$ cat src/rtl/mccpu_pkg.sv
// Shared encodings for the multi-cycle CPU controller: FSM states, instruction
// classes, opcode/funct values, ALU operation codes and datapath select codes.
package mccpu_pkg;

  typedef enum logic [2:0] {
    S_FETCH  = 3'd0,
    S_DECODE = 3'd1,
    S_EXEC   = 3'd2,
    S_MEM    = 3'd3,
    S_WB     = 3'd4,
    S_TRAP   = 3'd7
  } state_e;

  typedef enum logic [3:0] {
    C_RALU, C_IALU, C_LW, C_SW, C_BEQ, C_BNE, C_J, C_JAL, C_JR, C_ILL
  } iclass_e;

  localparam logic [5:0] OP_RTYPE = 6'h00;
  localparam logic [5:0] OP_J     = 6'h02;
  localparam logic [5:0] OP_JAL   = 6'h03;
  localparam logic [5:0] OP_BEQ   = 6'h04;
  localparam logic [5:0] OP_BNE   = 6'h05;
  localparam logic [5:0] OP_ADDI  = 6'h08;
  localparam logic [5:0] OP_ADDIU = 6'h09;
  localparam logic [5:0] OP_SLTI  = 6'h0a;
  localparam logic [5:0] OP_SLTIU = 6'h0b;
  localparam logic [5:0] OP_ANDI  = 6'h0c;
  localparam logic [5:0] OP_ORI   = 6'h0d;
  localparam logic [5:0] OP_XORI  = 6'h0e;
  localparam logic [5:0] OP_LUI   = 6'h0f;
  localparam logic [5:0] OP_LW    = 6'h23;
  localparam logic [5:0] OP_SW    = 6'h2b;

  localparam logic [5:0] F_SLL  = 6'h00;
  localparam logic [5:0] F_SRL  = 6'h02;
  localparam logic [5:0] F_SRA  = 6'h03;
  localparam logic [5:0] F_JR   = 6'h08;
  localparam logic [5:0] F_ADD  = 6'h20;
  localparam logic [5:0] F_ADDU = 6'h21;
  localparam logic [5:0] F_SUB  = 6'h22;
  localparam logic [5:0] F_SUBU = 6'h23;
  localparam logic [5:0] F_AND  = 6'h24;
  localparam logic [5:0] F_OR   = 6'h25;
  localparam logic [5:0] F_XOR  = 6'h26;
  localparam logic [5:0] F_NOR  = 6'h27;
  localparam logic [5:0] F_SLT  = 6'h2a;
  localparam logic [5:0] F_SLTU = 6'h2b;

  localparam logic [3:0] ALU_ADD  = 4'd0;
  localparam logic [3:0] ALU_SUB  = 4'd1;
  localparam logic [3:0] ALU_AND  = 4'd2;
  localparam logic [3:0] ALU_OR   = 4'd3;
  localparam logic [3:0] ALU_XOR  = 4'd4;
  localparam logic [3:0] ALU_NOR  = 4'd5;
  localparam logic [3:0] ALU_SLT  = 4'd6;
  localparam logic [3:0] ALU_SLTU = 4'd7;
  localparam logic [3:0] ALU_SLL  = 4'd8;
  localparam logic [3:0] ALU_SRL  = 4'd9;
  localparam logic [3:0] ALU_SRA  = 4'd10;
  localparam logic [3:0] ALU_LUI  = 4'd11;

  localparam logic [1:0] PCSRC_SEQ = 2'd0;
  localparam logic [1:0] PCSRC_BR  = 2'd1;
  localparam logic [1:0] PCSRC_JMP = 2'd2;
  localparam logic [1:0] PCSRC_RS  = 2'd3;

  localparam logic [1:0] REGDST_RT = 2'd0;
  localparam logic [1:0] REGDST_RD = 2'd1;
  localparam logic [1:0] REGDST_RA = 2'd2;

  localparam logic [1:0] WBSEL_ALU = 2'd0;
  localparam logic [1:0] WBSEL_MEM = 2'd1;
  localparam logic [1:0] WBSEL_PC  = 2'd2;

endpackage

$ cat src/rtl/mccpu_if.sv
// Controller <-> datapath bundle: instruction fields and ALU flag in, strobes
// and selects out. master = controller, slave = datapath.
interface mccpu_if;
  logic [5:0] op;
  logic [5:0] funct;
  logic       zero;
  logic       pc_wr;
  logic [1:0] pc_src;
  logic       ir_wr;
  logic       dmem_wena;
  logic       reg_wr;
  logic [1:0] reg_dst;
  logic [1:0] wb_sel;
  logic       alu_src_b;
  logic       ext_sign;
  logic [3:0] alu_ctrl;
  logic [2:0] state;
  logic       illegal;

  modport master (
    input  op, funct, zero,
    output pc_wr, pc_src, ir_wr, dmem_wena, reg_wr, reg_dst, wb_sel,
           alu_src_b, ext_sign, alu_ctrl, state, illegal
  );

  modport slave (
    output op, funct, zero,
    input  pc_wr, pc_src, ir_wr, dmem_wena, reg_wr, reg_dst, wb_sel,
           alu_src_b, ext_sign, alu_ctrl, state, illegal
  );
endinterface

$ cat src/rtl/mccpu_decode.sv
// Combinational instruction decoder: op/funct -> instruction class, ALU code,
// immediate extension mode and legality.
module mccpu_decode
  import mccpu_pkg::*;
(
  input  logic [5:0] op_i,
  input  logic [5:0] funct_i,
  output iclass_e    cls_o,
  output logic [3:0] alu_ctrl_o,
  output logic       ext_sign_o,
  output logic       legal_o
);

  always_comb begin
    cls_o      = C_ILL;
    alu_ctrl_o = ALU_ADD;
    ext_sign_o = 1'b1;
    case (op_i)
      OP_RTYPE: begin
        cls_o = C_RALU;
        case (funct_i)
          F_ADD, F_ADDU: alu_ctrl_o = ALU_ADD;
          F_SUB, F_SUBU: alu_ctrl_o = ALU_SUB;
          F_AND:         alu_ctrl_o = ALU_AND;
          F_OR:          alu_ctrl_o = ALU_OR;
          F_XOR:         alu_ctrl_o = ALU_XOR;
          F_NOR:         alu_ctrl_o = ALU_NOR;
          F_SLT:         alu_ctrl_o = ALU_SLT;
          F_SLTU:        alu_ctrl_o = ALU_SLTU;
          F_SLL:         alu_ctrl_o = ALU_SLL;
          F_SRL:         alu_ctrl_o = ALU_SRL;
          F_SRA:         alu_ctrl_o = ALU_SRA;
          F_JR:          cls_o      = C_JR;
          default:       cls_o      = C_ILL;
        endcase
      end
      OP_J:     cls_o = C_J;
      OP_JAL:   cls_o = C_JAL;
      OP_BEQ:   begin cls_o = C_BEQ;  alu_ctrl_o = ALU_SUB;  end
      OP_BNE:   begin cls_o = C_BNE;  alu_ctrl_o = ALU_SUB;  end
      OP_ADDI,
      OP_ADDIU: begin cls_o = C_IALU; alu_ctrl_o = ALU_ADD;  end
      OP_SLTI:  begin cls_o = C_IALU; alu_ctrl_o = ALU_SLT;  end
      OP_SLTIU: begin cls_o = C_IALU; alu_ctrl_o = ALU_SLTU; end
      // Logical immediates are zero-extended.
      OP_ANDI:  begin cls_o = C_IALU; alu_ctrl_o = ALU_AND; ext_sign_o = 1'b0; end
      OP_ORI:   begin cls_o = C_IALU; alu_ctrl_o = ALU_OR;  ext_sign_o = 1'b0; end
      OP_XORI:  begin cls_o = C_IALU; alu_ctrl_o = ALU_XOR; ext_sign_o = 1'b0; end
      OP_LUI:   begin cls_o = C_IALU; alu_ctrl_o = ALU_LUI;  end
      OP_LW:    cls_o = C_LW;
      OP_SW:    cls_o = C_SW;
      default:  cls_o = C_ILL;
    endcase
    legal_o = (cls_o != C_ILL);
  end

endmodule

$ cat src/rtl/mccpu_control.sv
// Multi-cycle CPU control FSM with MEM wait counter.
// state  | meaning
// FETCH  | load IR, PC <= PC+4
// DECODE | latch decode; jumps complete here
// EXEC   | ALU op / address calc / branch resolve
// MEM    | data access, MEM_WAIT+1 cycles
// WB     | register file write-back
// TRAP   | unsupported instruction, held until reset
module mccpu_control
  import mccpu_pkg::*;
#(
  parameter int unsigned MEM_WAIT = 0
) (
  input  logic     clock,
  input  logic     reset,
  mccpu_if.master  ctl
);

  localparam logic [2:0] WAIT_LAST = 3'(MEM_WAIT);

  iclass_e    dec_cls;
  logic [3:0] dec_alu;
  logic       dec_ext;
  logic       dec_legal;

  state_e     state_q;
  iclass_e    cls_q;
  logic [3:0] alu_q;
  logic       ext_q;
  logic [2:0] wait_q;
  logic       mem_last;

  mccpu_decode u_decode (
    .op_i       (ctl.op),
    .funct_i    (ctl.funct),
    .cls_o      (dec_cls),
    .alu_ctrl_o (dec_alu),
    .ext_sign_o (dec_ext),
    .legal_o    (dec_legal)
  );

  assign mem_last = (wait_q == WAIT_LAST);

  always_ff @(posedge clock) begin
    if (reset) begin
      state_q <= S_FETCH;
      wait_q  <= 3'd0;
      cls_q   <= C_RALU;
      alu_q   <= ALU_ADD;
      ext_q   <= 1'b1;
    end else begin
      case (state_q)
        S_FETCH: state_q <= S_DECODE;
        S_DECODE: begin
          cls_q  <= dec_cls;
          alu_q  <= dec_alu;
          ext_q  <= dec_ext;
          wait_q <= 3'd0;
          if (!dec_legal)
            state_q <= S_TRAP;
          else if (dec_cls == C_J || dec_cls == C_JAL || dec_cls == C_JR)
            state_q <= S_FETCH;
          else
            state_q <= S_EXEC;
        end
        S_EXEC: begin
          case (cls_q)
            C_BEQ, C_BNE: state_q <= S_FETCH;
            C_LW, C_SW: begin
              state_q <= S_MEM;
              wait_q  <= 3'd0;
            end
            default: state_q <= S_WB;
          endcase
        end
        S_MEM: begin
          if (mem_last)
            state_q <= (cls_q == C_LW) ? S_WB : S_FETCH;
          else
            wait_q <= wait_q + 3'd1;
        end
        S_WB:    state_q <= S_FETCH;
        S_TRAP:  state_q <= S_TRAP;
        default: state_q <= S_TRAP;
      endcase
    end
  end

  // Reset gates everything combinationally so a pending write is never seen.
  always_comb begin
    ctl.pc_wr     = 1'b0;
    ctl.pc_src    = PCSRC_SEQ;
    ctl.ir_wr     = 1'b0;
    ctl.dmem_wena = 1'b0;
    ctl.reg_wr    = 1'b0;
    ctl.reg_dst   = REGDST_RT;
    ctl.wb_sel    = WBSEL_ALU;
    ctl.alu_src_b = 1'b0;
    ctl.ext_sign  = 1'b0;
    ctl.alu_ctrl  = ALU_ADD;
    ctl.illegal   = 1'b0;
    ctl.state     = 3'd0;
    if (!reset) begin
      ctl.state = state_q;
      case (state_q)
        S_FETCH: begin
          ctl.ir_wr = 1'b1;
          ctl.pc_wr = 1'b1;
        end
        S_DECODE: begin
          case (dec_cls)
            C_J: begin
              ctl.pc_wr  = 1'b1;
              ctl.pc_src = PCSRC_JMP;
            end
            C_JAL: begin
              ctl.pc_wr   = 1'b1;
              ctl.pc_src  = PCSRC_JMP;
              ctl.reg_wr  = 1'b1;
              ctl.reg_dst = REGDST_RA;
              ctl.wb_sel  = WBSEL_PC;
            end
            C_JR: begin
              ctl.pc_wr  = 1'b1;
              ctl.pc_src = PCSRC_RS;
            end
            default: ;
          endcase
        end
        S_EXEC: begin
          ctl.alu_ctrl  = alu_q;
          ctl.ext_sign  = ext_q;
          ctl.alu_src_b = (cls_q == C_IALU) || (cls_q == C_LW) || (cls_q == C_SW);
          if (cls_q == C_BEQ || cls_q == C_BNE) begin
            ctl.pc_src = PCSRC_BR;
            ctl.pc_wr  = (cls_q == C_BEQ) ? ctl.zero : !ctl.zero;
          end
        end
        S_MEM: ctl.dmem_wena = (cls_q == C_SW) && mem_last;
        S_WB: begin
          ctl.reg_wr = 1'b1;
          case (cls_q)
            C_LW: begin
              ctl.reg_dst = REGDST_RT;
              ctl.wb_sel  = WBSEL_MEM;
            end
            C_IALU:  ctl.reg_dst = REGDST_RT;
            default: ctl.reg_dst = REGDST_RD;
          endcase
        end
        S_TRAP:  ctl.illegal = 1'b1;
        default: ;
      endcase
    end
  end

endmodule

$ cat src/flat_wrapper.sv
// flat-port wrapper written by rule: the top's interface ports become plain ports
module mccpu_control_flat import mccpu_pkg::*;
#(
  parameter int unsigned MEM_WAIT = 0
)
  (clock, reset, ctl_op, ctl_funct, ctl_zero, ctl_pc_wr, ctl_pc_src, ctl_ir_wr, ctl_dmem_wena, ctl_reg_wr, ctl_reg_dst, ctl_wb_sel, ctl_alu_src_b, ctl_ext_sign, ctl_alu_ctrl, ctl_state, ctl_illegal);
  mccpu_if ctl_i ();
  input  logic clock;
  input  logic reset;
  input wire logic [$bits(ctl_i.op)-1:0] ctl_op;
  input wire logic [$bits(ctl_i.funct)-1:0] ctl_funct;
  input wire logic [$bits(ctl_i.zero)-1:0] ctl_zero;
  output wire logic [$bits(ctl_i.pc_wr)-1:0] ctl_pc_wr;
  output wire logic [$bits(ctl_i.pc_src)-1:0] ctl_pc_src;
  output wire logic [$bits(ctl_i.ir_wr)-1:0] ctl_ir_wr;
  output wire logic [$bits(ctl_i.dmem_wena)-1:0] ctl_dmem_wena;
  output wire logic [$bits(ctl_i.reg_wr)-1:0] ctl_reg_wr;
  output wire logic [$bits(ctl_i.reg_dst)-1:0] ctl_reg_dst;
  output wire logic [$bits(ctl_i.wb_sel)-1:0] ctl_wb_sel;
  output wire logic [$bits(ctl_i.alu_src_b)-1:0] ctl_alu_src_b;
  output wire logic [$bits(ctl_i.ext_sign)-1:0] ctl_ext_sign;
  output wire logic [$bits(ctl_i.alu_ctrl)-1:0] ctl_alu_ctrl;
  output wire logic [$bits(ctl_i.state)-1:0] ctl_state;
  output wire logic [$bits(ctl_i.illegal)-1:0] ctl_illegal;
  assign ctl_i.op = ctl_op;
  assign ctl_i.funct = ctl_funct;
  assign ctl_i.zero = ctl_zero;
  assign ctl_pc_wr = ctl_i.pc_wr;
  assign ctl_pc_src = ctl_i.pc_src;
  assign ctl_ir_wr = ctl_i.ir_wr;
  assign ctl_dmem_wena = ctl_i.dmem_wena;
  assign ctl_reg_wr = ctl_i.reg_wr;
  assign ctl_reg_dst = ctl_i.reg_dst;
  assign ctl_wb_sel = ctl_i.wb_sel;
  assign ctl_alu_src_b = ctl_i.alu_src_b;
  assign ctl_ext_sign = ctl_i.ext_sign;
  assign ctl_alu_ctrl = ctl_i.alu_ctrl;
  assign ctl_state = ctl_i.state;
  assign ctl_illegal = ctl_i.illegal;
  mccpu_control #(.MEM_WAIT(MEM_WAIT)) u_core (.clock(clock), .reset(reset), .ctl(ctl_i));
endmodule
$ cat config.mk
export PLATFORM = sky130hd
export DESIGN_NAME = mccpu_control_flat
export DESIGN_NICKNAME = d
export VERILOG_FILES = /design/src/rtl/mccpu_pkg.sv /design/src/rtl/mccpu_if.sv /design/src/rtl/mccpu_decode.sv /design/src/rtl/mccpu_control.sv /design/src/flat_wrapper.sv
export SDC_FILE = /design/constraint.sdc
export NUM_CORES = 1
export LEC_CHECK = 0
export CORE_ASPECT_RATIO = 1.2
export CORE_MARGIN = 2
export CORE_UTILIZATION = 44
export CTS_CLUSTER_DIAMETER = 200
export CTS_CLUSTER_SIZE = 28
export DETAILED_ROUTE_END_ITERATION = 10
export GPL_TIMING_DRIVEN = 0
export PLACE_DENSITY_LB_ADDON = 0.3
export SLEW_MARGIN = 20
export SYNTH_ARGS = -nofsm -noshare
export SYNTH_HDL_FRONTEND = slang
export SYNTH_SLANG_ARGS = --single-unit
$ cat constraint.sdc
create_clock -name clock -period 4.05 [get_ports clock]
set_input_delay 0.405 -clock clock [delete_from_list [all_inputs] [get_ports clock]]
set_output_delay 0.405 -clock clock [all_outputs]
set_load 0.01 [all_outputs]
# After elaboration in Yosys (flattened, before gate mapping)

Index checks and enable logic that the tools add are counted.

Word-level logic and storage cells: 119
Flip-flop bits (word level): 15
Output and inout bits: 20
Bits of input ports: 15

Reductions and logical operators: 23
Mux-type cells: 46
Equality and inequality tests: 44
Add/subtract/negate cells: 1

Operator list:

| cell               | count |
|---|---|
| $eq 6x6->1 const B | 12 |
| $pmux 4 s8         | 2 |
| $eq 6x4->1 const B | 9 |
| $pmux 4 s10        | 1 |
| $eq 6x2->1 const B | 4 |
| $mux 1             | 20 |
| $mux 3             | 6 |
| $eq 4x3->1 const B | 4 |
| $pmux 2 s2         | 4 |
| $pmux 3 s5         | 1 |
| $reduce_or 13->1   | 1 |
| $eq 6x3->1 const B | 2 |
| $logic_not 6->1    | 2 |
| $reduce_or 2->1    | 6 |
| $mux 2             | 5 |
| $pmux 3 s3         | 1 |
| $eq 4x2->1 const B | 2 |
| $mux 4             | 2 |
| $pmux 4 s2         | 1 |
| $reduce_or 8->1    | 1 |
| $eq 3x2->1 const B | 2 |
| $eq 3x3->1 const B | 2 |
| $logic_not 3->1    | 2 |
| $pmux 3 s2         | 1 |
| other kinds (15)   | 21 |

# Longest topological paths before layout

Word-level depth: 10
Gate-level depth with buffers: 7
Gate-level depth less buffers: 7

# By module

Synthesis repeated with hierarchy kept, for this count alone.

Cell total of the unflattened synthesis: 184
Area, all modules: 1367.6 µm²

Modules (own cells, without submodules):

| module        | cells each | sequential area each (µm²) | area each (µm²) | times used |
|---|---|---|---|---|
| mccpu_control | 129        | 300.3                      | 1027.2          | 1 |
| mccpu_decode  | 55         | 0.0                        | 340.3           | 1 |

# Worst setup path after synthesis

No wires, ideal clock.

Path kind: input to output
From: input port ctl_funct[3]
To: output port ctl_wb_sel[1]
Path buffers: 2
Data required time: 3645 ps
Stages on the path: 7
Data arrival time: 1958 ps
Slack: 1687 ps
Cell sequence: clkbuf_1 > nor2b_1 > o311ai_0 > a211oi_1 > nor4_1 > nor3_1 > buf_4

Word-level cells in the longest chain between the ends: 8
Elaborated cells on any way between the ends: 21
Those cells by class: 14 x eq/ne; 5 x mux; 2 x reduce/logical

RTL lines:

| item                               | line                 | RTL |
|---|---|---|
| from (decl)                        | flat_wrapper.sv:11   | `input wire logic [$bits(ctl_i.funct)-1:0] ctl_funct;` |
| $eq 6x2->1 (tied with other cells) | mccpu_decode.sv:21   | `case (funct_i)` |
| $reduce_or 13->1 (no line)         | n/a                  |  |
| $pmux 4 s2 *                       | mccpu_decode.sv:21   |  |
| $pmux 4 s8 *                       | mccpu_decode.sv:18   | `case (op_i)` |
| $eq 4x3->1 *                       | mccpu_control.sv:111 | `case (dec_cls)` |
| $mux 2 *                           | mccpu_control.sv:111 |  |
| $pmux 2 s2 *                       | mccpu_control.sv:105 | `case (state_q)` |
| $mux 2 *                           | mccpu_control.sv:103 | `if (!reset) begin` |
| to (decl)                          | flat_wrapper.sv:19   | `output wire logic [$bits(ctl_i.wb_sel)-1:0] ctl_wb_sel;` |

Mark *: on every way between the ends. The rest lies on a longest branch, timed or not.

# Worst setup path in the final report

From: input port ctl_funct[0]
To: output port ctl_wb_sel[1]

The elaborated chain is that of the path after synthesis.

==> results_dict.tcl <==
set metrics [dict create \
    tightest_slew_ns 0.653 \
    synthesis.area_per_instance_um2 6.89 \
    clock_tree_from_tritoncts "built" \
    yosys_register_bits 15 \
    type_of_destination_of_the_critical_path "output port" \
    max-cap-violations 0 \
    post_route_cells_drive_above_1_share 0.0529 \
    cp_max_fo 7 \
    synth-simple-area-share 0.400 \
    grt_first_pass_wirelength_um 5520 \
    number_of_nets_in_the_finished_design 245 \
    synth_flop_cell "sky130_fd_sc_hd__dfxtp_1" \
    die_h_um 64.4 \
    worstSkewPairLatency_ns 0.28 \
    grt_max_degree 11 \
    crit_required_ns 3.64 \
    power-per-cell-area_mw_per_mm2 292 \
    gr-max-usage-layer "met2" \
    place.port_buffers 29 \
    rsz0062_at_grt "no" \
    share_seq_of_total_power 0.346 \
    path_clk_slew_ns 0.09 \
    fmax_ghz 0.297 \
    clock-sinks 15 \
    antenna-diode-count 0 \
    grt_overflow 0 \
    post_synth_instance_area_mm2 0.00134 \
    register_area_um2 300 \
    tns_ns 0 \
    core_region_mm2 0.00284 \
    worst_setup_path_start_kind "input port" \
    worst_ep_arrival_time_ns 2.96 \
    area_overhead_vs_synth_pct 26.9 \
    detailedRoute.firstPassIterationCount 4 \
    ant_nets 0 \
    path_class "in -> out" \
    drt-wirelength-per-cell_um 12.3 \
    h-tree-depth 1 \
    floorplan.rows 21 \
    vdd.ir_drop.worst_uv 206 \
    synth_compound_area_frac 0.234 \
    clockBufferDepth 2 \
    synth_xor_area_frac 0.0262 \
    final_cycle_share 0.831 \
    switching_power_w 0.000194 \
    leakage_nw 0.593 \
    fill_cells 279 \
    setup_violations 0 \
    grt_use_met2 0.345 \
    finalHoldViolCount 0 \
    netlist_instances 194 \
    multiplexer_fraction_of_the_synthesized_cell_area 0.0234 \
    postLayoutCoreUtil 0.598 \
    yosysSeqAreaShare 0.225 \
    grt_util_met3 0.0140 \
    final_period_minus_worst_setup_slack_ns 3.37 \
    report.power.total_w 0.000497 \
    initial_antenna_violation_count 0 \
    met1_usage 0.265 \
    post_synth_fa_ha_maj_area_fraction 0.0187 \
    synth_cell_type_count 47 \
    maxSlewHeadroom 0.564 \
    power_frac_comb 0.489 \
    async_flop_share 0 \
    drc 0 \
    timing_max_transition_violations_final 0 \
    cts_hold_buffers 0 \
    initial_drt_markers 50 \
    main_combinational_cell_family_by_area_after_synthesis "simple AND/OR/NAND/NOR gates" \
    worst_hold_path_type "reg -> reg" \
    start_util 0.471 \
    die-area_mm2 0.00350 \
    hpwlAfterDp_um 2570 \
    post_cts.repair.setup_buffers 0 \
    yosys_warnings 0 \
    cell_internal_pwr_w 0.000303 \
    route.detailed.vias_per_inst 5.49 \
    area_occupied_by_multi_input_gates_um2 940 \
    grt_pass1_vias 1246 \
    gp_routability_congestion 0.963 \
    cts-buffers-inserted 3 \
    outcome "finished, final reports clean" \
    top_level_ports 35 \
    cts.repair.resized 0 \
    power_switching_share 0.390 \
    count_of_flip_flops_with_a_built_in_enable_after_synthesis 0 \
    clockRootBuffer "sky130_fd_sc_hd__clkbuf_4" \
    route.vias.total 1433 \
    drt-total-wl_um 3220 \
    fin_worst_skew_ns 0.00554 \
    grt_util_all_layers 0.204 \
    die_width_um 54.3 \
    synth_nets 211 \
    power.clock.fraction 0.165 \
]
## registers in the layout, summed over array words and instances, names as in the netlist
name,cells
u_core.cls_q,4
u_core.state_q,3
u_core.alu_q,4
u_core.wait_q,3
u_core.ext_q,1
## cell type report
type                            count  share of cell area
Clock buffer                        3              0.0133
Tap cell                           34              0.0251
Timing Repair Buffer               29               0.171
Sequential cell                    15               0.177
Inverter                            5              0.0111
Multi-Input combinational cell    158               0.553
Buffer                             16              0.0464
Clock inverter                      1             0.00295
## worst paths after layout
check	from	end	slack, ns	cells after the start
worst max-delay path	ctl_funct[0]	ctl_wb_sel[1]	0.68	8
worst min register to register	u_core.alu_q[2]	u_core.alu_q[2]	0.50	2
worst min-delay path	u_core.alu_q[2]	u_core.alu_q[2]	0.50	2
worst max register to register	u_core.state_q[0]	u_core.alu_q[0]	2.09	6
## cell usage in the layout, fill, tap and decap left out, types with 5 or more instances in the layout
cell type and n:
sky130_fd_sc_hd__nand3_1 7, sky130_fd_sc_hd__dfxtp_1 15, sky130_fd_sc_hd__nor3_1 14, sky130_fd_sc_hd__nand2_1 17
sky130_fd_sc_hd__nor2b_1 11, sky130_fd_sc_hd__a21oi_1 16, sky130_fd_sc_hd__clkdlybuf4s50_1 29, sky130_fd_sc_hd__inv_1 5
sky130_fd_sc_hd__and2_1 5, sky130_fd_sc_hd__nor2_1 26, sky130_fd_sc_hd__or3_1 5, sky130_fd_sc_hd__clkbuf_1 13
## critical path, stage by stage
cell	delay [ns]
sky130_fd_sc_hd__clkdlybuf4s50_1	0.51
sky130_fd_sc_hd__or4_1	0.58
sky130_fd_sc_hd__nor2_1	0.15
sky130_fd_sc_hd__a211oi_1	0.09
sky130_fd_sc_hd__nor4_1	0.46
sky130_fd_sc_hd__nor3_1	0.14
sky130_fd_sc_hd__buf_4	0.15
sky130_fd_sc_hd__clkdlybuf4s50_1	0.46
## cells by family (layout without fill, tap and decap cells)
group | Yosys count | after routing
AOI/OAI and AO/OA | 47 | 47
xor gates and xnor gates | 4 | 4
adders and majority gates | 2 | 2
buffers and inverters | 21 | 54
DFF | 15 | 15
muxes | 3 | 3
and+or+nand+nor | 102 | 102
## power by group through the flow
stage / Combinational (W) / Sequential [W] / Clock [W]
finish: 0.000243 / 0.000172 / 0.0000820
global route: 0.000270 / 0.000173 / 0.0000933
CTS: 0.000241 / 0.000172 / 0.0000844
detailed placement: 0.000240 / 0.000175 / 0
global placement: 0.000239 / 0.000175 / 0
floorplan: 0.000169 / 0.000174 / 0
## metal layers
| layer | share of wire | vias up |
|---|---|---|
| met5 | 0 | - |
| met4 | 0.017 | 0 |
| met3 | 0.029 | 4 |
| met2 | 0.50 | 35 |
| met1 | 0.46 | 633 |
| li1 | - | 761 |
## synth_stat cells (2+ instances only)
| cell | instances | area, um2 |
|---|---|---|
| sky130_fd_sc_hd__or3_1 | 5 | 31.3 |
| sky130_fd_sc_hd__nand2_1 | 17 | 63.8 |
| sky130_fd_sc_hd__mux2i_1 | 2 | 20.0 |
| sky130_fd_sc_hd__and2_1 | 5 | 31.3 |
| sky130_fd_sc_hd__xnor2_1 | 3 | 26.3 |
| sky130_fd_sc_hd__ha_1 | 2 | 25.0 |
| sky130_fd_sc_hd__inv_1 | 5 | 18.8 |
| sky130_fd_sc_hd__nand3_1 | 7 | 35.0 |
| sky130_fd_sc_hd__clkbuf_1 | 13 | 48.8 |
| sky130_fd_sc_hd__a21oi_1 | 16 | 80.1 |
| sky130_fd_sc_hd__nor4_1 | 2 | 12.5 |
| sky130_fd_sc_hd__dfxtp_1 | 15 | 300 |
| sky130_fd_sc_hd__a31oi_1 | 4 | 25.0 |
| sky130_fd_sc_hd__o211ai_1 | 4 | 30.0 |
| sky130_fd_sc_hd__o21a_1 | 2 | 15.0 |
| sky130_fd_sc_hd__a211oi_1 | 2 | 15.0 |
| sky130_fd_sc_hd__nor3b_1 | 4 | 30.0 |
| sky130_fd_sc_hd__nor3_1 | 14 | 70.1 |
| sky130_fd_sc_hd__a211o_1 | 2 | 17.5 |
| sky130_fd_sc_hd__a21o_1 | 2 | 15.0 |
| sky130_fd_sc_hd__buf_6 | 2 | 22.5 |
| sky130_fd_sc_hd__o21ai_0 | 4 | 20.0 |
| sky130_fd_sc_hd__and3_1 | 2 | 12.5 |
| sky130_fd_sc_hd__nor2b_1 | 11 | 68.8 |
| sky130_fd_sc_hd__nand2b_1 | 2 | 12.5 |
| sky130_fd_sc_hd__nor2_1 | 26 | 97.6 |
## through the flow
stage | worst slack (ns) | cells | instance area [um2] | hold WS (ns)
after floorplan | 1.69 | 194 | 1340 | 0.454
after CTS | 0.695 | 261 | 1700 | 0.503
after global routing | 0.460 | 261 | 1700 | 0.538
final | 0.685 | 261 | 1700 | 0.502
after global placement | 0.706 | 257 | 1670 | 0.475
after detailed placement | 0.698 | 257 | 1670 | 0.491
Power figures use the tool's default switching activity.
